--- src/rtl/rmii_pkg.sv ---
// Shared types and line-code constants for the RMII to MII bridge.
package rmii_pkg;

  typedef enum logic [1:0] {
    RX_IDLE     = 2'd0,
    RX_PREAMBLE = 2'd1,
    RX_DATA     = 2'd2,
    RX_FALSE    = 2'd3
  } rx_state_t;

  localparam logic [1:0] PRE_DIBIT = 2'b01;
  localparam logic [1:0] SFD_DIBIT = 2'b11;
  localparam logic [1:0] FC_DIBIT  = 2'b10;

endpackage

--- src/rtl/rmii2mii_bridge_if.sv ---
// Link between the dibit rate generator and the RX/TX datapaths of the bridge.
interface rmii2mii_bridge_if;
  logic dibit_stb;
  logic rx_idle;
  logic tx_idle;

  modport master (output dibit_stb, input rx_idle, input tx_idle);
  modport slave  (input dibit_stb, output rx_idle, output tx_idle);
endinterface

--- src/rtl/rmii_rate_gen.sv ---
// Dibit strobe generator with a speed register that only updates while both directions are idle.
module rmii_rate_gen #(
  parameter int DIV10 = 10
) (
  input  logic clk,
  input  logic resetn,
  input  logic speed_100,
  rmii2mii_bridge_if.master rate
);

  localparam int CW = (DIV10 > 1) ? $clog2(DIV10) : 1;

  logic [CW-1:0] cnt_q;
  logic          spd_q;

  always_ff @(posedge clk or negedge resetn) begin
    if (!resetn) begin
      spd_q <= 1'b1;
      cnt_q <= '0;
    end else begin
      if (rate.rx_idle && rate.tx_idle)
        spd_q <= speed_100;
      // down-counter parks at zero in 100M so the first 10M strobe is immediate
      if (spd_q)
        cnt_q <= '0;
      else if (cnt_q == '0)
        cnt_q <= CW'(DIV10 - 1);
      else
        cnt_q <= cnt_q - CW'(1);
    end
  end

  assign rate.dibit_stb = spd_q || (cnt_q == '0);

endmodule

--- src/rtl/rmii2mii_bridge.sv ---
// RMII PHY side to strobe-qualified MII MAC side bridge on the single 50 MHz reference clock.
// state       | meaning
// RX_IDLE     | no carrier, waiting for preamble or false-carrier code
// RX_PREAMBLE | receiving 01 preamble dibits, waiting for the 11 SFD dibit
// RX_DATA     | assembling nibbles from dibit pairs (phase 0 low, phase 1 high)
// RX_FALSE    | false carrier seen, waiting for crs_dv to drop
module rmii2mii_bridge
  import rmii_pkg::*;
#(
  parameter int DIV10 = 10,
  parameter int CNT_W = 16
) (
  input  logic             clk,
  input  logic             resetn,
  input  logic             speed_100,
  input  logic [1:0]       phy_rxd,
  input  logic             phy_crs_dv,
  output logic [3:0]       mac_rxd,
  output logic             mac_rx_dv,
  output logic             mac_rx_stb,
  output logic             mac_crs,
  input  logic [3:0]       mac_txd,
  input  logic             mac_tx_en,
  output logic             mac_tx_stb,
  output logic [1:0]       phy_txd,
  output logic             phy_tx_en,
  output logic [CNT_W-1:0] rx_frame_cnt,
  output logic             rx_false_carrier
);

  rmii2mii_bridge_if rate_if ();

  rmii_rate_gen #(.DIV10(DIV10)) u_rate_gen (
    .clk       (clk),
    .resetn    (resetn),
    .speed_100 (speed_100),
    .rate      (rate_if)
  );

  rx_state_t  state_q, state_d;
  logic       stb;
  logic       phase_q;
  logic [1:0] lo_q;
  logic       emit, dv_d, crs_d, frame_end, fc_set;
  logic [3:0] nib_d;
  logic       t_ph_q;
  logic [1:0] tx_hi_q;

  assign stb             = rate_if.dibit_stb;
  assign rate_if.rx_idle = (state_q == RX_IDLE);
  assign rate_if.tx_idle = ~phy_tx_en;

  always_ff @(posedge clk or negedge resetn) begin
    if (!resetn) state_q <= RX_IDLE;
    else         state_q <= state_d;
  end

  always_comb begin
    state_d = state_q;
    if (stb) begin
      case (state_q)
        RX_IDLE:
          if (phy_crs_dv && phy_rxd == PRE_DIBIT)     state_d = RX_PREAMBLE;
          else if (phy_crs_dv && phy_rxd == FC_DIBIT) state_d = RX_FALSE;
        RX_PREAMBLE:
          if (!phy_crs_dv)                state_d = RX_IDLE;
          else if (phy_rxd == SFD_DIBIT)  state_d = RX_DATA;
        RX_DATA:
          if (phase_q && !phy_crs_dv)     state_d = RX_IDLE;
        RX_FALSE:
          if (!phy_crs_dv)                state_d = RX_IDLE;
        default:                          state_d = RX_IDLE;
      endcase
    end
  end

  always_comb begin
    emit      = 1'b0;
    nib_d     = mac_rxd;
    dv_d      = mac_rx_dv;
    crs_d     = mac_crs;
    frame_end = 1'b0;
    fc_set    = 1'b0;
    if (stb) begin
      case (state_q)
        RX_IDLE: begin
          crs_d  = phy_crs_dv;
          fc_set = phy_crs_dv && (phy_rxd == FC_DIBIT);
        end
        RX_PREAMBLE: begin
          crs_d = phy_crs_dv;
          if (phy_crs_dv && phy_rxd == SFD_DIBIT) begin
            emit  = 1'b1;
            nib_d = 4'hD;
            dv_d  = 1'b1;
          end
        end
        RX_DATA: begin
          // crs_dv on the second dibit of a nibble is really data-valid, so CRS ignores it
          if (!phase_q) begin
            crs_d = phy_crs_dv;
          end else if (phy_crs_dv) begin
            emit  = 1'b1;
            nib_d = {phy_rxd, lo_q};
            dv_d  = 1'b1;
          end else begin
            emit      = 1'b1;
            nib_d     = 4'h0;
            dv_d      = 1'b0;
            crs_d     = 1'b0;
            frame_end = 1'b1;
          end
        end
        default: crs_d = phy_crs_dv;
      endcase
    end
  end

  always_ff @(posedge clk or negedge resetn) begin
    if (!resetn) begin
      phase_q          <= 1'b0;
      lo_q             <= 2'b00;
      mac_rxd          <= 4'h0;
      mac_rx_dv        <= 1'b0;
      mac_rx_stb       <= 1'b0;
      mac_crs          <= 1'b0;
      rx_frame_cnt     <= '0;
      rx_false_carrier <= 1'b0;
    end else begin
      if (state_q != RX_DATA) phase_q <= 1'b0;
      else if (stb)           phase_q <= ~phase_q;
      if (stb && state_q == RX_DATA && !phase_q) lo_q <= phy_rxd;
      mac_rxd    <= nib_d;
      mac_rx_dv  <= dv_d;
      mac_rx_stb <= emit;
      mac_crs    <= crs_d;
      if (frame_end) rx_frame_cnt <= rx_frame_cnt + CNT_W'(1);
      if (fc_set)    rx_false_carrier <= 1'b1;
    end
  end

  // MAC nibble is taken on the strobe that starts a dibit pair
  assign mac_tx_stb = stb && t_ph_q;

  always_ff @(posedge clk or negedge resetn) begin
    if (!resetn) begin
      t_ph_q    <= 1'b0;
      tx_hi_q   <= 2'b00;
      phy_txd   <= 2'b00;
      phy_tx_en <= 1'b0;
    end else if (stb) begin
      t_ph_q <= ~t_ph_q;
      if (t_ph_q) begin
        phy_txd   <= mac_txd[1:0];
        tx_hi_q   <= mac_txd[3:2];
        phy_tx_en <= mac_tx_en;
      end else begin
        phy_txd   <= tx_hi_q;
      end
    end
  end

endmodule

--- config.mk ---
export PLATFORM = sky130hd
export DESIGN_NAME = rmii2mii_bridge
export DESIGN_NICKNAME = d
export VERILOG_FILES = /design/src/rtl/rmii_pkg.sv /design/src/rtl/rmii2mii_bridge_if.sv /design/src/rtl/rmii_rate_gen.sv /design/src/rtl/rmii2mii_bridge.sv
export SDC_FILE = /design/constraint.sdc
export NUM_CORES = 1
export LEC_CHECK = 0
export CORE_ASPECT_RATIO = 2
export CORE_UTILIZATION = 25
export DETAILED_ROUTE_END_ITERATION = 10
export PLACE_DENSITY = 0.42
export REMOVE_ABC_BUFFERS = 1
export SETUP_SLACK_MARGIN = 0.2
export SYNTH_ARGS = -nofsm -noshare
export SYNTH_HDL_FRONTEND = slang
export SYNTH_SLANG_ARGS = --single-unit
--- constraint.sdc ---
create_clock -name clk -period 2.5 [get_ports clk]
set_input_delay 0.5 -clock clk [delete_from_list [all_inputs] [get_ports clk]]
set_output_delay 0.5 -clock clk [all_outputs]
set_load 0.02 [all_outputs]
# --- After elaboration in Yosys (flattened, before gate mapping) ---
# Cells that the tools add are included.
# Widths: inputs -> output; s select.
classes:
  n_addsub: 2
  n_eq_ne: 14
  n_mux: 33
  bitwise_logic: 3
  n_reduce_logical: 19
ops:
  columns: ["operator", "count"]
  rows:
  - ["$mux 4", 5]
  - ["$mux 1", 17]
  - ["$add 16x1->16 const B", 1]
  - ["$mux 2", 7]
  - ["$ne 2x2->1 const B", 5]
  - ["$ne 3x3->1 const B", 3]
  - ["$eq 2x2->1 const B", 4]
  - ["$logic_and 1x1->1", 8]
  - ["$pmux 2 s4", 1]
  - ["$pmux 4 s2", 1]
  - ["$reduce_and 5->1", 1]
  - ["$eq 2x1->1 const B", 2]
  - ["$logic_not 4->1", 1]
  - ["$pmux 1 s2", 2]
  - ["$reduce_and 2->1", 2]
  - ["$reduce_and 4->1", 1]
  - ["$reduce_bool 2->1", 2]
  - ["$sub 4x1->4 const B", 1]
  - ["$not 1->1", 3]
  - ["$logic_not 1->1", 2]
  - ["$logic_not 2->1", 1]
  - ["$logic_or 1x1->1", 1]
word_totals:
  regBits: 40
  inputBits: 11
  output_inout_bits: 28
  elab_cells: 86

# --- Depth between registers and ports, before layout ---
# Gate-level depths: netlist (run 1).
depth:
  ltp_word: 5
  depth_mapped: 8
  mapped_depth_nobuf: 6

# --- By module ---
# From an unflattened synthesis (run 1), not the netlist that was laid out.
unflattened:
  hier_cells: 170
  hier_area_um2: 1895.6
modules_own_cells:
  columns: ["module", "instances", "cells_per_inst", "area_per_inst_um2", "seq_area_each_um2"]
  rows:
  - ["rmii2mii_bridge", 1, 150, 1680.4, 875.8]
  - ["rmii_rate_gen", 1, 20, 215.2, 126.4]

# --- Least setup slack after synthesis (run 1) ---
# OpenSTA, ideal clock, no wires.
synth_timing:
  path_kind: "reg-to-reg"
  start: "reg u_rate_gen.cnt_q[0]"
  end: "reg rx_frame_cnt[1]"
  setup_time_ps: 125
  arrival_ps: 1955
  required_time_ps: 2375
  path_slack_ps: 420
  stages_incl_launch_ff: 9
  path_buffers: 2
  synth_period_minus_slack_ps: 2080
  cell_sequence: "dfrtp_1 > inv_1 > ha_1 > or3b_1 > buf_6 > and2_2 > buf_2 > nor3_4 > mux2_2"
synth_via:
  elab_chain_cells: 3
synth_rtl:
  columns: ["item", "line_no", "rtl"]
  rows:
  - ["start, declared", "rmii_rate_gen.sv:13", "logic [CW-1:0] cnt_q;"]
  - ["start signal, assigned", "rmii_rate_gen.sv:27", "cnt_q <= CW'(DIV10 - 1);"]
  - ["start signal, assigned", "rmii_rate_gen.sv:29", "cnt_q <= cnt_q - CW'(1);"]
  - ["$logic_not 4->1", "rmii_rate_gen.sv:33", "assign rate.dibit_stb = spd_q || (cnt_q == '0);"]
  - ["$logic_or 1x1->1", "rmii_rate_gen.sv:33", null]
  - ["$mux 1", "rmii2mii_bridge.sv:84", "if (stb) begin"]
  - ["end signal, assigned", "rmii2mii_bridge.sv:137", "if (frame_end) rx_frame_cnt <= rx_frame_cnt + CNT_W'(1);"]
  - ["end, declared", "rmii2mii_bridge.sv:27", "output logic [CNT_W-1:0] rx_frame_cnt,"]
# No other way between the ends.
# A chain may end at the register's enable or synchronous reset.

# --- Worst setup path after layout (run 1) ---
layout_timing:
  start: "reg u_rate_gen.cnt_q[0]"
  end: "out mac_tx_stb"
layout_via:
  elab_chain_cells: 3
layout_rtl:
  columns: ["item", "line_no", "rtl"]
  rows:
  - ["$logic_not 4->1", "rmii_rate_gen.sv:33", null]
  - ["$logic_or 1x1->1", "rmii_rate_gen.sv:33", null]
  - ["$logic_and 1x1->1", "rmii2mii_bridge.sv:143", "assign mac_tx_stb = stb && t_ph_q;"]
  - ["end, declared", "rmii2mii_bridge.sv:24", "output logic mac_tx_stb,"]
# No other way between the ends.

==> results of run 1 <==
-- synthesized netlist by cell type --
cell type / number / area, µm²
a2111oi_4: 1 / 27.5
a211oi_1: 1 / 7.51
a21oi_1: 6 / 30.0
and2_2: 1 / 7.51
and3_1: 4 / 25.0
and4_1: 1 / 8.76
buf_1: 1 / 3.75
buf_2: 1 / 5.00
buf_6: 1 / 11.3
clkbuf_1: 1 / 3.75
dfrtp_1: 39 / 976
dfstp_2: 1 / 26.3
ha_1: 8 / 100
inv_1: 12 / 45.0
mux2_2: 13 / 146
mux2i_1: 2 / 20.0
nand2_1: 19 / 71.3
nand2_2: 1 / 6.26
nand2b_1: 2 / 12.5
nand3_1: 8 / 40.0
nand3b_1: 1 / 7.51
nand4_1: 6 / 37.5
nor2_1: 7 / 26.3
nor3_4: 1 / 16.3
nor4b_2: 1 / 15.0
o2111ai_1: 1 / 8.76
o21ai_0: 7 / 35.0
o31ai_1: 1 / 7.51
o41ai_1: 1 / 8.76
or3_2: 1 / 7.51
or3b_1: 1 / 8.76
xnor2_1: 17 / 149
xor2_1: 2 / 17.5
-- registers in the layout (all words and copies together) (netlist names) --
signal / cells
mac_crs: 1
phase_q: 1
phy_txd: 2
t_ph_q: 1
phy_tx_en: 1
u_rate_gen.cnt_q: 4
u_rate_gen.spd_q: 1
rx_frame_cnt: 16
state_q: 2
rx_false_carrier: 1
mac_rxd: 4
mac_rx_stb: 1
lo_q: 2
mac_rx_dv: 1
tx_hi_q: 2
-- critical path, stage by stage, from the launching register on --
cell and delay [ns]:
dfrtp_1 0.39, inv_1 0.10, ha_1 0.17, or3b_1 0.38, nand2_2 0.09, nand2_1 0.08, inv_1 0.07, buf_2 0.15
-- cells by family (layout without fill, tap and decap cells) --
group	after synthesis	after routing	synth area share (%)
and+or+nand+nor	54	54	15.1
adders and majority gates	8	8	5.22
DFF	40	40	52.2
AOI/OAI and AO/OA	18	18	6.52
xor gates and xnor gates	19	19	8.67
buffers and inverters	16	65	3.58
muxes	15	15	8.67
-- cell type report --
| type | count | area (µm²) | share of cell area [%] |
|---|---|---|---|
| Inverter | 12 | 45.0 | 1.74 |
| Tap cell | 92 | 115 | 4.46 |
| Clock buffer | 7 | 143 | 5.52 |
| Multi-Input combinational cell | 114 | 848 | 32.8 |
| Clock inverter | 1 | 7.51 | 0.291 |
| Sequential cell | 40 | 1000 | 38.8 |
| Timing Repair Buffer | 45 | 423 | 16.4 |
-- metrics by stage --
step | setup WS, ns | cells | power, µW | hold slack (ns) | util (%)
finish | 0.299 | 311 | 2770 | 0.285 | 35.3
global route | 0.202 | 311 | 2980 | 0.320 | 35.3
CTS | 0.205 | 310 | 2840 | 0.312 | 35.2
detailed placement | 0.140 | 302 | 2180 | 0.465 | 33.2
global placement | 0.155 | 302 | 2180 | 0.462 | 33.2
floorplan | 0.490 | 166 | 1700 | 0.204 | -
-- repair_timing --
action                                  in CTS  in global routing
pin swaps                                    0                  1
hold buffers                                 0                  0
buffers inserted                             0                  1
endpoints found under the setup margin       1                  8
resized for setup                            4                  0
-- worst paths after layout --
path                                startpoint               end  slack, ns  cells after the start
max in group asynchronous               resetn   rx_frame_cnt[8]       1.83                      2
setup / recovery           u_rate_gen.cnt_q[0]        mac_tx_stb       0.30                      7
hold / removal                          resetn        tx_hi_q[0]       0.28                      2
min in group clk              rx_frame_cnt[15]  rx_frame_cnt[15]       0.47                      1
hold reg to reg               rx_frame_cnt[15]  rx_frame_cnt[15]       0.47                      1
setup reg to reg           u_rate_gen.cnt_q[0]   rx_frame_cnt[1]       0.31                      7
-- metal layers --
metal	part of all wire, %	vias to the layer above	wire length (µm)	global-route usage, %
li1	-	673	-	-
met1	36	667	1560	12.0
met2	57	27	2420	21.8
met3	2.9	11	124	3.08
met4	4.0	0	171	7.75
met5	0	-	0	0
-- report_power, final --
part / total [µW] / leakage (µW) / switching [µW] / internal, µW
clock: 645 / 0.0000701 / 248 / 397
combinational: 1140 / 0.000534 / 584 / 552
sequential: 992 / 0.000495 / 144 / 848
==> qor.csv, run 1 <==
metric,value,unit
final setup fails,0,
routed vias/inst,4.43,
GP Congestion,0.768,
vias,1378,
CTS tree,built,
CP max FO,3,
initial antenna violation count,0,
FMAX,454,MHz
Fin Setup TNS,0,ns
die area,8050,µm²
Die X,64.0,µm
vias in the first global route,1448,
Yosys reg bits,40,
Post-DP Area,2430,µm²
DRT Wirelength,4280,µm
status,"complete, no violations",
remaining global-route overflow,0,
largest net degree at the start of global routing,41,
clock root buffer,clkbuf_16,
CP required,2.00,ns
Max-slew headroom,63.2,%
Critical Path AT,1.70,ns
share of layout cells above drive strength 1,16.4,%
Port Buf Inserts,38,
Ports,39,
crit end category,primary output,
mean area per synthesized cell,11.3,µm²
VDD IR max,0.000576,V
Post-Synthesis Cell Area,1920,µm²
P&R area growth vs syn,34.6,%
H-Tree Depth,2,
Post-route DRC,0,
cts bufs inserted,5,
CTS Buffer Depth,2,
Post-DRT Antenna Nets,0,
GRT Total Usage,12.1,%
startpoint types,flop,
Worst Max-Slew Pin Slew,0.552,ns
synth warn,0,
most frequent cells in the layout,"dfrtp_1 (39), clkdlybuf4s50_1 (36), nand2_1 (19), xnor2_1 (17), mux2_2 (13)",
Hold Crit Class,in -> async,
Synth Instances,170,
# Max-Cap Violations,0,
starting density of the core,26.2,%
Final HPWL DP,3230,µm
Leak,0.00110,µW
Pre-antenna DRT Iters,2,
count of cell types in the netlist,33,
clk_lat worst skew,0.28,ns
CTS Sinks,40,
ant diodes,0,
fin area,2580,µm²
wire length per cell,13.8,µm
global-route wire length before repair,7190,µm
Rows,44,
critical path class,reg -> out,
ratio of total power to cell area,1070,nW/µm²
RSZ-0062 raised after global routing,no,
Tmin final,2.20,ns
Core ar.,7320,µm²
"most common cell after layout, fill and taps aside",dfrtp_1,
Clock Pin Slew Worst Setup and Hold Paths,0.06,ns
Post-Route Skew,0.00398,ns
Final Slew Violations,0,
drt initial violations,31,
final net count,237,
Fill cells,745,
final hold violations,0,
die height,126,µm
post-synthesis sequential area ratio,52.2,%
period utilisation layout,88.1,%
Note: power is estimated with default switching activity, not from simulation.
==> run 2: changes to the inputs <==
Settings changed: CTS_CLUSTER_SIZE set to 24.
==> results of run 2 <==
Final layout, timing and power as in run 1 (identical DEF).
